[src/rtl/alu_result_buffer_if.sv]
// Handshake bundle between the ALU, the result buffer and the writeback/memory consumer.
// The master side produces ALU results and consumes the head; the slave side is the buffer.
interface alu_result_buffer_if #(
    parameter int TAG_W = 5
);
    logic              in_valid;
    logic              in_ready;
    logic [31:0]       in_res;
    logic              in_zero;
    logic              in_overflow;
    logic [2:0]        in_op;
    logic [TAG_W-1:0]  in_tag;

    logic              out_valid;
    logic              out_ready;
    logic [31:0]       out_res;
    logic              out_zero;
    logic              out_ovf;
    logic [TAG_W-1:0]  out_tag;

    modport master (
        output in_valid, in_res, in_zero, in_overflow, in_op, in_tag, out_ready,
        input  in_ready, out_valid, out_res, out_zero, out_ovf, out_tag
    );

    modport slave (
        input  in_valid, in_res, in_zero, in_overflow, in_op, in_tag, out_ready,
        output in_ready, out_valid, out_res, out_zero, out_ovf, out_tag
    );
endinterface

[src/rtl/alu_result_buffer.sv]
// Small FIFO between the ALU and writeback: stores result, flags and tag, and keeps a sticky
// record of the first add overflow accepted since the last clear.
module alu_result_buffer #(
    parameter int DEPTH = 2,
    parameter int TAG_W = 5
) (
    input  logic                       clk,
    input  logic                       rstn,
    alu_result_buffer_if.slave         bus,
    input  logic                       ovf_clr,
    output logic [$clog2(DEPTH):0]     count,
    output logic                       ovf_sticky,
    output logic [TAG_W-1:0]           ovf_tag
);
    localparam int PTR_W   = $clog2(DEPTH);
    localparam int CNT_W   = PTR_W + 1;
    localparam int ENTRY_W = 32 + 2 + TAG_W;
    localparam logic [CNT_W-1:0] FULL_CNT = CNT_W'(DEPTH);
    localparam logic [2:0]       OP_ADD   = 3'b010;

    // Overflow only means something for an add; other ops' flag is dropped at capture.
    function automatic logic qualify_ovf(input logic ovf, input logic [2:0] op);
        return ovf && (op == OP_ADD);
    endfunction

    logic [ENTRY_W-1:0] mem [DEPTH];

    logic [PTR_W-1:0] head_q, head_d;
    logic [PTR_W-1:0] tail_q, tail_d;
    logic [CNT_W-1:0] count_q, count_d;
    logic             ovf_sticky_q, ovf_sticky_d;
    logic [TAG_W-1:0] ovf_tag_q, ovf_tag_d;

    logic               full;
    logic               empty;
    logic               push;
    logic               pop;
    logic               push_ovf;
    logic [ENTRY_W-1:0] entry_in;
    logic [ENTRY_W-1:0] head_entry;

    always_comb begin
        full     = (count_q == FULL_CNT);
        empty    = (count_q == '0);
        push     = bus.in_valid && !full;
        pop      = !empty && bus.out_ready;
        push_ovf = push && qualify_ovf(bus.in_overflow, bus.in_op);
        entry_in = {bus.in_res, bus.in_zero, qualify_ovf(bus.in_overflow, bus.in_op), bus.in_tag};
    end

    always_comb begin
        head_d       = head_q;
        tail_d       = tail_q;
        count_d      = count_q;
        ovf_sticky_d = ovf_sticky_q;
        ovf_tag_d    = ovf_tag_q;

        if (push) begin
            tail_d = tail_q + 1'b1;
        end
        if (pop) begin
            head_d = head_q + 1'b1;
        end
        if (push && !pop) begin
            count_d = count_q + 1'b1;
        end else if (pop && !push) begin
            count_d = count_q - 1'b1;
        end

        // A coinciding clear and overflow push leaves the new overflow recorded.
        if (ovf_clr) begin
            ovf_sticky_d = 1'b0;
            ovf_tag_d    = '0;
        end
        if (push_ovf && (!ovf_sticky_q || ovf_clr)) begin
            ovf_sticky_d = 1'b1;
            ovf_tag_d    = bus.in_tag;
        end
    end

    always_ff @(posedge clk) begin
        if (!rstn) begin
            head_q       <= '0;
            tail_q       <= '0;
            count_q      <= '0;
            ovf_sticky_q <= 1'b0;
            ovf_tag_q    <= '0;
        end else begin
            head_q       <= head_d;
            tail_q       <= tail_d;
            count_q      <= count_d;
            ovf_sticky_q <= ovf_sticky_d;
            ovf_tag_q    <= ovf_tag_d;
        end
    end

    // Storage is not reset; the write is gated by push, which reset suppresses via rstn.
    always_ff @(posedge clk) begin
        if (rstn && push) begin
            mem[tail_q] <= entry_in;
        end
    end

    always_comb begin
        head_entry    = empty ? '0 : mem[head_q];
        bus.in_ready  = !full;
        bus.out_valid = !empty;
        bus.out_res   = head_entry[ENTRY_W-1 -: 32];
        bus.out_zero  = head_entry[TAG_W+1];
        bus.out_ovf   = head_entry[TAG_W];
        bus.out_tag   = head_entry[TAG_W-1:0];
        count         = count_q;
        ovf_sticky    = ovf_sticky_q;
        ovf_tag       = ovf_tag_q;
    end
endmodule

[src/flat_wrapper.sv]
// flat-port wrapper written by rule: the top's interface ports become plain ports
module alu_result_buffer_flat 
#(
    parameter int DEPTH = 2,
    parameter int TAG_W = 5
)
  (clk, rstn, ovf_clr, count, ovf_sticky, ovf_tag, bus_in_valid, bus_in_res, bus_in_zero, bus_in_overflow, bus_in_op, bus_in_tag, bus_out_ready, bus_in_ready, bus_out_valid, bus_out_res, bus_out_zero, bus_out_ovf, bus_out_tag);
  alu_result_buffer_if #(.TAG_W(TAG_W)) bus_i ();
  input  logic clk;
  input  logic rstn;
  input  logic ovf_clr;
  output logic [$clog2(DEPTH):0] count;
  output logic ovf_sticky;
  output logic [TAG_W-1:0] ovf_tag;
  input wire logic [$bits(bus_i.in_valid)-1:0] bus_in_valid;
  input wire logic [$bits(bus_i.in_res)-1:0] bus_in_res;
  input wire logic [$bits(bus_i.in_zero)-1:0] bus_in_zero;
  input wire logic [$bits(bus_i.in_overflow)-1:0] bus_in_overflow;
  input wire logic [$bits(bus_i.in_op)-1:0] bus_in_op;
  input wire logic [$bits(bus_i.in_tag)-1:0] bus_in_tag;
  input wire logic [$bits(bus_i.out_ready)-1:0] bus_out_ready;
  output wire logic [$bits(bus_i.in_ready)-1:0] bus_in_ready;
  output wire logic [$bits(bus_i.out_valid)-1:0] bus_out_valid;
  output wire logic [$bits(bus_i.out_res)-1:0] bus_out_res;
  output wire logic [$bits(bus_i.out_zero)-1:0] bus_out_zero;
  output wire logic [$bits(bus_i.out_ovf)-1:0] bus_out_ovf;
  output wire logic [$bits(bus_i.out_tag)-1:0] bus_out_tag;
  assign bus_i.in_valid = bus_in_valid;
  assign bus_i.in_res = bus_in_res;
  assign bus_i.in_zero = bus_in_zero;
  assign bus_i.in_overflow = bus_in_overflow;
  assign bus_i.in_op = bus_in_op;
  assign bus_i.in_tag = bus_in_tag;
  assign bus_i.out_ready = bus_out_ready;
  assign bus_in_ready = bus_i.in_ready;
  assign bus_out_valid = bus_i.out_valid;
  assign bus_out_res = bus_i.out_res;
  assign bus_out_zero = bus_i.out_zero;
  assign bus_out_ovf = bus_i.out_ovf;
  assign bus_out_tag = bus_i.out_tag;
  alu_result_buffer #(.DEPTH(DEPTH), .TAG_W(TAG_W)) u_core (.clk(clk), .rstn(rstn), .bus(bus_i), .ovf_clr(ovf_clr), .count(count), .ovf_sticky(ovf_sticky), .ovf_tag(ovf_tag));
endmodule
[config.mk]
export PLATFORM = sky130hd
export DESIGN_NAME = alu_result_buffer_flat
export DESIGN_NICKNAME = d
export VERILOG_FILES = /design/src/rtl/alu_result_buffer_if.sv /design/src/rtl/alu_result_buffer.sv /design/src/flat_wrapper.sv
export SDC_FILE = /design/constraint.sdc
export NUM_CORES = 1
export LEC_CHECK = 0
export CORE_ASPECT_RATIO = 2
export CORE_MARGIN = 2
export CORE_UTILIZATION = 51
export DETAILED_ROUTE_END_ITERATION = 10
export PLACE_DENSITY = 0.87
export SLEW_MARGIN = 20
export SYNTH_ARGS = -nofsm -noshare
export SYNTH_HDL_FRONTEND = slang
export SYNTH_SLANG_ARGS = --single-unit
[constraint.sdc]
create_clock -name clk -period 10.5 [get_ports clk]
set_input_delay 3.15 -clock clk [delete_from_list [all_inputs] [get_ports clk]]
set_output_delay 3.15 -clock clk [all_outputs]
set_load 0.05 [all_outputs]
## Yosys cells after proc, flatten, opt, wreduce, memory -nomap -nowiden

Memories as Yosys holds them, arrays and structs flattened. A register that Yosys moved wholly into a read port is not among the register bits.
Index checks and enable logic that the tools add are counted.

| operators by class | value |
|---|---|
| eq/ne operators | 2 |
| multiplexer cells | 11 |
| divide/modulo/power cells | 0 |
| reductions and logical operators | 17 |
| shift operators | 0 |
| magnitude comparators | 0 |
| multipliers | 0 |
| $add $sub $neg | 4 |
| bitwise operators | 0 |

Operator list:

| cell | number |
|---|---|
| $mux 39 | 1 |
| $mux 5 | 2 |
| $logic_and 1x1->1 | 8 |
| $mux 1 | 6 |
| $logic_not 1->1 | 5 |
| $mux 2 | 2 |
| $reduce_bool 2->1 | 2 |
| $eq 3x2->1 const B | 1 |
| $add 1x1->1 const B | 2 |
| $add 2x1->2 const B | 1 |
| $eq 2x2->1 const B | 1 |
| $logic_not 2->1 | 1 |
| $sub 2x1->2 const B | 1 |
| $logic_or 1x1->1 | 1 |

| word-level totals | value |
|---|---|
| register bits | 10 |
| output and inout port bits | 49 |
| bits in latches | 0 |
| ROM bits | 0 |
| word-level logic and storage cells | 40 |
| bits of input ports | 47 |
| memories kept | 1 |
| memory bits (writable) | 78 |

Memories:

| name | words | width | rd ports | clocked after memory_dff | wr ports | line | RTL |
|---|---|---|---|---|---|---|---|
| u_core.mem | 2 | 39 | 1 | 1 | 1 | alu_result_buffer.sv:26 | `logic [ENTRY_W-1:0] mem [DEPTH];` |

## Depth between registers and ports, before layout

Gate-level depths: netlist of the first run.

| logic depth | value |
|---|---|
| word-level depth | 7 |
| mapped depth | 6 |
| depth with buffers taken out | 6 |

## Least setup slack after synthesis of the first run

No wires, ideal clock.

| path | value |
|---|---|
| path kind | input port to flip-flop |
| start | input port bus_in_valid |
| end | memory u_core.mem[0][0] (netlist name), enable pin |
| arrival time | 6.999 ns |
| data required time | 9.967 ns |
| stages on the path | 2 |
| path slack | 2.969 ns |
| path buffers | 0 |
| setup time | 0.533 ns |
| path through | inv_1 -> nor4_1 |

| between the ends | value |
|---|---|
| longest elaborated chain between the ends | 4 |

RTL lines:

| what | line | RTL |
|---|---|---|
| from (decl) | flat_wrapper.sv:15 | `input wire logic [$bits(bus_i.in_valid)-1:0] bus_in_valid;` |
| $logic_and 1x1->1 | alu_result_buffer.sv:45 | `push = bus.in_valid && !full;` |
| $logic_and 1x1->1 | alu_result_buffer.sv:99 | `if (rstn && push) begin` |
| $mux 1 | alu_result_buffer.sv:99 |  |
| $mux 1 (not written as such) | alu_result_buffer.sv:100 | `mem[tail_q] <= entry_in;` |
| to (decl) | alu_result_buffer.sv:26 |  |

No other way between the ends.

## Worst setup path after layout of the first run

| path | value |
|---|---|
| start | register u_core.count_q[0], in the netlist u_core.count[0] |
| end | output port bus_out_res[8] |

| between the ends | value |
|---|---|
| longest elaborated chain between the ends | 2 |

RTL lines:

| what | line | RTL |
|---|---|---|
| from (decl) | alu_result_buffer.sv:30 | `logic [CNT_W-1:0] count_q, count_d;` |
| from (signal assigned) | alu_result_buffer.sv:91 | `count_q <= count_d;` |
| $logic_not 2->1 | alu_result_buffer.sv:44 | `empty = (count_q == '0);` |
| $mux 39 | alu_result_buffer.sv:105 | `head_entry = empty ? '0 : mem[head_q];` |
| to (decl) | flat_wrapper.sv:24 | `output wire logic [$bits(bus_i.out_res)-1:0] bus_out_res;` |

No other way between the ends.

==> results of run 1 <==
## worst paths after layout
kind	start	endpoint	slack [ns]	cells past startpoint
setup / recovery	u_core.count[0]$_SDFFE_PN0P_	bus_out_res[8]	4.96	3
hold / removal	u_core.ovf_tag[0]$_SDFFE_PN0P_	u_core.ovf_tag[0]$_SDFFE_PN0P_	0.47	2
setup reg to reg	u_core.count[0]$_SDFFE_PN0P_	u_core.mem[1][14]$_DFFE_PP_	8.54	3
hold reg to reg	u_core.ovf_tag[0]$_SDFFE_PN0P_	u_core.ovf_tag[0]$_SDFFE_PN0P_	0.47	2
## synthesized netlist by cell type
cell type	number
and3_1	1
nor2b_2	1
nor2b_1	1
o21ai_0	3
xor2_1	3
mux2i_1	44
ha_1	1
dfxtp_1	11
and4bb_2	1
nor4_1	1
a21oi_1	3
inv_2	1
nor2_1	44
inv_1	3
buf_6	2
nand4_4	1
buf_4	2
nand2b_1	1
edfxtp_1	78
nand3_1	1
buf_2	5
nand2_1	10
or3_1	2
## metal layers
| metal | vias up | wire length, µm | track usage (%) |
|---|---|---|---|
| met4 | 0 | 128 | 10.1 |
| met3 | 9 | 323 | 6.14 |
| met2 | 57 | 3750 | 33.7 |
| met5 | - | 0 | 0 |
| li1 | 991 | - | - |
| met1 | 1011 | 2370 | 20.9 |
## metrics by stage
stage                     total power (W)  hold WS [ns]  util (%)  area, µm²
after global placement            0.00104         0.449      68.0       4470
after CTS                         0.00133         0.482      72.1       4730
after detailed placement          0.00105         0.465      68.0       4470
after global routing              0.00137         0.496      72.1       4730
final                             0.00132         0.474      72.1       4730
after floorplan                  0.000863         0.467         -       3440
## critical path: stages (launching register included)
cell	delay, ns
dfxtp_1	0.39
nor2_4	0.73
nor2_1	0.17
clkdlybuf4s50_1	0.76
## power groups by stage
| stage | Clock [W] | Combinational (W) | Sequential [W] |
|---|---|---|---|
| after global routing | 0.000300 | 0.000608 | 0.000464 |
| final | 0.000280 | 0.000579 | 0.000459 |
| after CTS | 0.000287 | 0.000584 | 0.000460 |
| after detailed placement | 0 | 0.000582 | 0.000467 |
| after floorplan | 0 | 0.000413 | 0.000449 |
| after global placement | 0 | 0.000577 | 0.000464 |
## registers in the layout, summed over array words and instances (netlist names), named ones only
| register | flops |
|---|---|
| u_core.ovf_sticky | 1 |
| u_core.mem | 78 |
| u_core.head_q | 1 |
| u_core.count | 2 |
| u_core.ovf_tag | 5 |
| u_core.tail_q | 1 |
## cell families (layout without fill, tap and decap cells)
group	count (synthesis)	in the layout	synth area share [%]
xor+xnor	3	3	0.765
buf+inv	13	117	2.26
fa+ha+maj	1	1	0.364
mux	44	44	12.8
compound gates	6	6	0.873
flops	89	89	74.6
simple gates	64	64	8.37
## cell type report
class / instances / share of cell area, %
Tap cell: 88 / 2.33
Inverter: 4 / 0.317
Multi-Input combinational cell: 118 / 17.2
Sequential cell: 89 / 54.2
Clock inverter: 5 / 0.449
Clock buffer: 11 / 5.13
Timing Repair Buffer: 97 / 20.4
==> impl_metrics.ini, run 1 <==
[floorplan]
die_w_um = 62.1
design.die.area_um2 = 7450
core_um2 = 6570
die_h_um = 120
initial_core_util_pct = 52.3
top_level_ports = 96
rows = 42

[worst_setup_path]
cp_data_required_time_ns = 7.35
critical_path_class = register to output port
end_kind = output port
cp.arrival_ns = 2.39
startpoint_type = register
critical_path.max_fanout = 40

[power]
p_leak_nw = 1.63
switching_power_w = 0.000539
p_int_w = 0.000779
seqPwrFrac_pct = 34.8
p_clk_share_pct = 21.2
swShare_pct = 40.9
peakVddDrop_v = 0.000192
p_comb_share_pct = 43.9
power.density_nw_per_um2 = 278

[detailed_routing]
routedWlPerCell_um = 16.0
drtPass1Iterations = 4
drcViolationCount = 0
drt_iter0_markers = 80
viasPerCell = 5.02
wirelength_um = 6580
ant_nets = 0
dr_total_vias = 2068

[cells_and_area]
fill_cells = 450
diodes = 0
area_delta_synth_final_pct = 37.7
nNetsFinal = 367
layout_common_cells = clkdlybuf4s50_1 (95), edfxtp_1 (78), mux2i_1 (44), nor2_1 (43)
seq_area_um2 = 2570
final_common_cell = clkdlybuf4s50_1
multi_input_area_um2 = 812
final_cells = 412
drive_gt1_share_pct = 6.79

[timing]
slew_headroom_pct = 38.3
fmax_mhz = 181
final.period_utilization_pct = 52.7
min_period_ns = 5.54
grt_setup_unrepaired = false
layout_setup_ws_ns = 4.96
setup_viol = 0
slew_viol_final = 0
hold_violations = 0
tightest_slew_ns = 0.923
fin_skew_ns = 0.00414
fin_setup_tns_ns = 0

[synthesis]
ys_ff_latch = 89
syn_area_um2 = 3440
yosysTopAreaCell = edfxtp_1
avgSynthCellArea_um2 = 15.6
syn_inst = 220
yosysWarnings = 0
ys_types = 23
yosysTopAreaCellShare_pct = 68.1
synthTopCellsByArea = edfxtp_1 (68%), mux2i_1 (13%), dfxtp_1 (6.4%)
ys_seq_area_share_pct = 74.6
synthesis.nets = 268

[grt]
grt_max_degree = 41
grt_overflow_total = 0
grt_pass1_vias = 2165
grt_use_total_pct = 19.9
antenna_found_initial = 0
grt_pass1_wl_um = 10400

[hold_path]
hp-class = register to register

[clock_tree]
clk_latency_ns = 0.33
cts.sinks = 89
cts-root-buf = clkbuf_16
clk_pin_slew_worst_paths_ns = 0.06
cts_tree = done
cts_setup_buffers = 0
cts_made_buffers = 9
cts-hold-fix-buffers = 0
cts.repair.resized = 0
clk_path_buf_depth = 2
htreeDepth = 3

[outcome]
status = finished clean

[flow_run]
maxCapViolations = 0

[place]
dp.cells = 396
port_buffers = 95
pre_cts_ws_ns = 5.29
place_hpwl_um = 4510
gp_routability_congestion = 0.738
(Power assumes the default switching activity.)
==> run 2, diff against run 1 <==
--- a/config.mk
+++ b/config.mk
@@ -7,9 +7,9 @@
 export LEC_CHECK = 0
 export CORE_ASPECT_RATIO = 2
 export CORE_MARGIN = 2
-export CORE_UTILIZATION = 51
+export CORE_UTILIZATION = 47
 export DETAILED_ROUTE_END_ITERATION = 10
-export PLACE_DENSITY = 0.87
+export PLACE_DENSITY = 0.82
 export SLEW_MARGIN = 20
 export SYNTH_ARGS = -nofsm -noshare
 export SYNTH_HDL_FRONTEND = slang
==> constraint.sdc (replaced) <==
create_clock -name clk -period 5.6 [get_ports clk]
set_input_delay 1.68 -clock clk [delete_from_list [all_inputs] [get_ports clk]]
set_output_delay 1.68 -clock clk [all_outputs]
set_load 0.05 [all_outputs]
==> run 2 against run 1 <==
  * Clock-buffer cell count is 1 lower
  * Critical endpoint is now bus_out_tag[4]
  * Final cell count grew 0.73%
  * Combinational power rose by 93%
==> impl_metrics.ini, run 2 (same netlist as run 1, synthesis figures left out) <==
[place]
gp_routability_congestion = 0.709
pre_cts_ws_ns = 1.83
port_buffers = 95
place_hpwl_um = 4100
place_area_um2 = 4490

[cells_and_area]
multi_input_area_um2 = 821
drive_gt1_share_pct = 7.12
seq_area_um2 = 2560
nNetsFinal = 367
final_util_pct = 66.3
final_area_um2 = 4750
area_delta_synth_final_pct = 38.1
top_register = u_core.mem
final_common_cell = clkdlybuf4s50_1
fill_cells = 522
largest_reg_flops = 78
diodes = 0
layout_common_cells = clkdlybuf4s50_1 (95), edfxtp_1 (78), mux2i_1 (44), nor2_1 (43)

[worst_setup_path]
end_kind = output port
critical_path_class = register to output port
r2r-start = u_core.count[0]$_SDFFE_PN0P_
cp_data_required_time_ns = 3.92
critical_path.max_fanout = 40
reg2reg_depth = 3
startpoint_type = register
r2r_setup_slack_ns = 3.61
timing.rr.end = u_core.mem[1][30]$_DFFE_PP_
cp.arrival_ns = 2.36

[timing]
fin_setup_tns_ns = 0
setup_viol = 0
grt_setup_unrepaired = false
layout_setup_ws_ns = 1.56
fmax_mhz = 248
hold_violations = 0
min_period_ns = 4.04
tightest_slew_ns = 0.928
final.period_utilization_pct = 72.1
slew_viol_final = 0
fin_skew_ns = 0.00397
slew_headroom_pct = 38.1

[clock_tree]
cts_setup_buffers = 0
cts.repair.resized = 0
cts.sinks = 89
cts-root-buf = clkbuf_16
clk_latency_ns = 0.33
cts-hold-fix-buffers = 0
cts_tree = done
clk_pin_slew_worst_paths_ns = 0.06
htreeDepth = 3
cts_made_buffers = 9
clk_path_buf_depth = 2

[detailed_routing]
drcViolationCount = 0
dr_total_vias = 2039
ant_nets = 0
viasPerCell = 4.91
wirelength_um = 6260
drtPass1Iterations = 4
routedWlPerCell_um = 15.1
drt_iter0_markers = 73

[grt]
grt_max_degree = 41
grt_overflow_total = 0
grt_pass1_vias = 2170
grt_use_total_pct = 16.6
grt_pass1_wl_um = 10000
antenna_found_initial = 0

[hold_path]
min_from = u_core.ovf_tag[1]$_SDFFE_PN0P_
hp-class = register to register
holdPathEnd = u_core.ovf_tag[1]$_SDFFE_PN0P_
holdPathStages = 2

[floorplan]
die_w_um = 64.5
core_um2 = 7160
top_level_ports = 96
design.die.area_um2 = 8050
die_h_um = 125
rows = 44
initial_core_util_pct = 48.0

[power]
p_total_w = 0.00246
power.density_nw_per_um2 = 519
p_leak_nw = 1.63
peakVddDrop_v = 0.000330

[outcome]
status = finished clean

[flow_run]
maxCapViolations = 0
==> run 2: cell types whose count changed in the layout (fill, tap and decap cells not counted), sizes merged <==
cell    previous run  this run
clkbuf            11        10
==> run 2: critical path, cell delays in order, from the launching register on <==
cell             delay, ns
dfxtp_1               0.39
nor2_4                0.71
nor2_1                0.17
clkdlybuf4s50_1       0.75
==> run 2: per-layer routing <==
layer  global-route usage (%)  share of wire [%]  vias to the layer above
met5                        0                  0                        -
met4                     7.88                1.9                        0
met3                     5.31                7.1                       11
met2                     26.9                 50                       84
met1                     19.9                 41                      950
li1                         -                  -                      994
==> run 2: stage by stage <==
stage | instances | hold slack, ns
floorplan | 220 | 0.472
global placement | 399 | 0.450
detailed placement | 400 | 0.459
CTS | 415 | 0.470
global route | 415 | 0.491
finish | 415 | 0.466
==> run 2: worst max path at each step <==
stage,from,endpoint,slack (ns),depth (start not counted)
2_1_floorplan,rstn,u_core.mem[0][0]$_DFFE_PP_,1.16,2
3_3_place_gp,register,bus_out_tag[4],1.63,3
3_5_place_dp,bus_in_valid,u_core.mem[1][17]$_DFFE_PP_,1.83,4
4_1_cts,u_core.count[0]$_SDFFE_PN0P_,bus_out_tag[3],1.51,3
5_1_grt,u_core.count[0]$_SDFFE_PN0P_,bus_out_tag[4],1.41,3
6_report,u_core.count[0]$_SDFFE_PN0P_,bus_out_tag[4],1.56,3
==> run 2: final cells by class <==
class / instances / share of cell area [%]
inverters: 4 / 0.316
flip-flops and latches: 89 / 54.0
clock buffers: 10 / 4.82
clock inverters: 5 / 0.501
repair buffers: 97 / 20.6
multi-input cells: 118 / 17.3
well taps: 92 / 2.43
==> run 2: report_power, final <==
part | total [W] | internal [W] | leakage, nW | switching, W
clock network | 0.000510 | 0.000293 | 0.129 | 0.000218
registers | 0.000831 | 0.000785 | 0.805 | 0.0000453
logic | 0.00112 | 0.000376 | 0.694 | 0.000745
==> run 3, diff against run 2 <==
==> constraint.sdc (replaced) <==
create_clock -name clk -period 3.74 [get_ports clk]
set_input_delay 1.122 -clock clk [delete_from_list [all_inputs] [get_ports clk]]
set_output_delay 1.122 -clock clk [all_outputs]
set_load 0.05 [all_outputs]
==> run 3 against run 2 <==
  * Routed wire length rose by 1.5%
  * Power is 49% higher
  * Clock-buffer cell count grew 4
  * Largest cell class unchanged
  * Critical path depth unchanged
  * Flip-flop and latch count stayed put
  * Register-to-register slack got worse by 1.7 ns
  * Combinational power up 52%
  * Sequential share of layout area shrank 0.17 points
  * Non-clock buffer count up 2
  * Die area is the same
  * Core utilization up 0.21 points
==> impl_metrics.ini, run 3 (same netlist as run 1, synthesis figures left out) <==
[power]
p_total_w = 0.00368
p_leak_nw = 1.63
power.density_nw_per_um2 = 773
peakVddDrop_v = 0.000594

[worst_setup_path]
end_kind = output port
r2r_setup_slack_ns = 1.91
reg2reg_depth = 4
cp_data_required_time_ns = 2.62
r2r-start = u_core.count[0]$_SDFFE_PN0P_
critical_path.max_fanout = 40
cp.arrival_ns = 2.31
critical_path_class = register to output port
timing.rr.end = u_core.mem[1][7]$_DFFE_PP_
startpoint_type = register

[floorplan]
initial_core_util_pct = 48.0
rows = 44
die_w_um = 64.5
die_h_um = 125
core_um2 = 7160
top_level_ports = 96
design.die.area_um2 = 8050

[grt]
grt_pass1_wl_um = 9990
grt_pass1_vias = 2077
grt_max_degree = 41
antenna_found_initial = 0
grt_overflow_total = 0
grt_use_total_pct = 16.4

[clock_tree]
cts_setup_buffers = 0
cts.sinks = 89
cts_made_buffers = 9
clk_latency_ns = 0.32
cts_tree = done
cts.repair.resized = 0
clk_path_buf_depth = 2
cts-root-buf = clkbuf_16
clk_pin_slew_worst_paths_ns = 0.05
cts-hold-fix-buffers = 0
htreeDepth = 3

[detailed_routing]
drt_iter0_markers = 77
ant_nets = 0
wirelength_um = 6360
routedWlPerCell_um = 15.2
dr_total_vias = 2066
viasPerCell = 4.94
drcViolationCount = 0
drtPass1Iterations = 4

[hold_path]
min_from = u_core.ovf_tag[2]$_SDFFE_PN0P_
holdPathStages = 2
holdPathEnd = u_core.ovf_tag[2]$_SDFFE_PN0P_
hp-class = register to register

[cells_and_area]
top_register = u_core.mem
largest_reg_flops = 78
diodes = 0
final_common_cell = clkdlybuf4s50_1
drive_gt1_share_pct = 6.75
layout_common_cells = clkdlybuf4s50_1 (95), edfxtp_1 (78), mux2i_1 (44), nor2_1 (43)
nNetsFinal = 369
area_delta_synth_final_pct = 38.5

[place]
place_hpwl_um = 4510
port_buffers = 95
gp_routability_congestion = 0.718

[timing]
hold_violations = 0
fin_setup_tns_ns = 0
grt_setup_unrepaired = false
tightest_slew_ns = 0.854
slew_headroom_pct = 42.9
fin_skew_ns = 0.00270
final.period_utilization_pct = 91.9
fmax_mhz = 291
setup_viol = 0
min_period_ns = 3.44
slew_viol_final = 0

[outcome]
status = finished clean

[flow_run]
maxCapViolations = 0
[run 3: layout make-up]
type | count | area [µm²]
sequential | 89 | 2560
inverter | 4 | 15.0
clock buffer | 14 | 244
clock inverter | 2 | 8.76
timing repair buffer | 99 | 993
multi-input combinational | 118 | 821
tap | 92 | 115
fill | 522 | 2400
[run 3: critical path, cell delays in order (launching register included)]
cell	delay, ns
dfxtp_1	0.39
nor2_4	0.68
nor2_1	0.15
clkdlybuf4s50_1	0.75
[run 3: per-stage QoR]
stage	hold slack [ns]	util, %	area [µm²]	instances	setup slack [ns]
4_1_cts	0.467	66.5	4760	418	0.255
2_1_floorplan	0.472	-	3450	220	0.756
6_report	0.465	66.5	4760	418	0.304
3_5_place_dp	0.463	63.0	4510	402	0.626
3_3_place_gp	0.451	63.0	4510	402	0.645
5_1_grt	0.495	66.5	4760	418	0.124
[run 3: how the worst max path moves through the flow]
stage | from | endpoint | depth (start not counted) | slack (ns)
floorplan | bus_in_valid | u_core.mem[0][0]$_DFFE_PP_ | 2 | 0.76
global placement | u_core.count[0]$_SDFFE_PN0P_ | bus_out_res[10] | 3 | 0.65
detailed placement | u_core.count[0]$_SDFFE_PN0P_ | bus_out_res[10] | 3 | 0.63
CTS | u_core.count[0]$_SDFFE_PN0P_ | bus_out_res[10] | 3 | 0.25
global route | u_core.count[0]$_SDFFE_PN0P_ | bus_out_res[30] | 3 | 0.12
finish | u_core.count[0]$_SDFFE_PN0P_ | bus_out_res[25] | 3 | 0.30
[run 3: power by group]
part	switching, W	internal (W)
clock	0.000314	0.000447
combinational	0.00114	0.000561
sequential	0.0000396	0.00118
total	0.00150	0.00218
[run 3: routing by layer]
| metal | global-route usage, % | wire, µm | vias up |
|---|---|---|---|
| met3 | 5.58 | 476 | 10 |
| met4 | 7.01 | 116 | 0 |
| met2 | 25.7 | 3210 | 89 |
| li1 | - | - | 999 |
| met1 | 20.6 | 2560 | 968 |
| met5 | 0 | 0 | - |
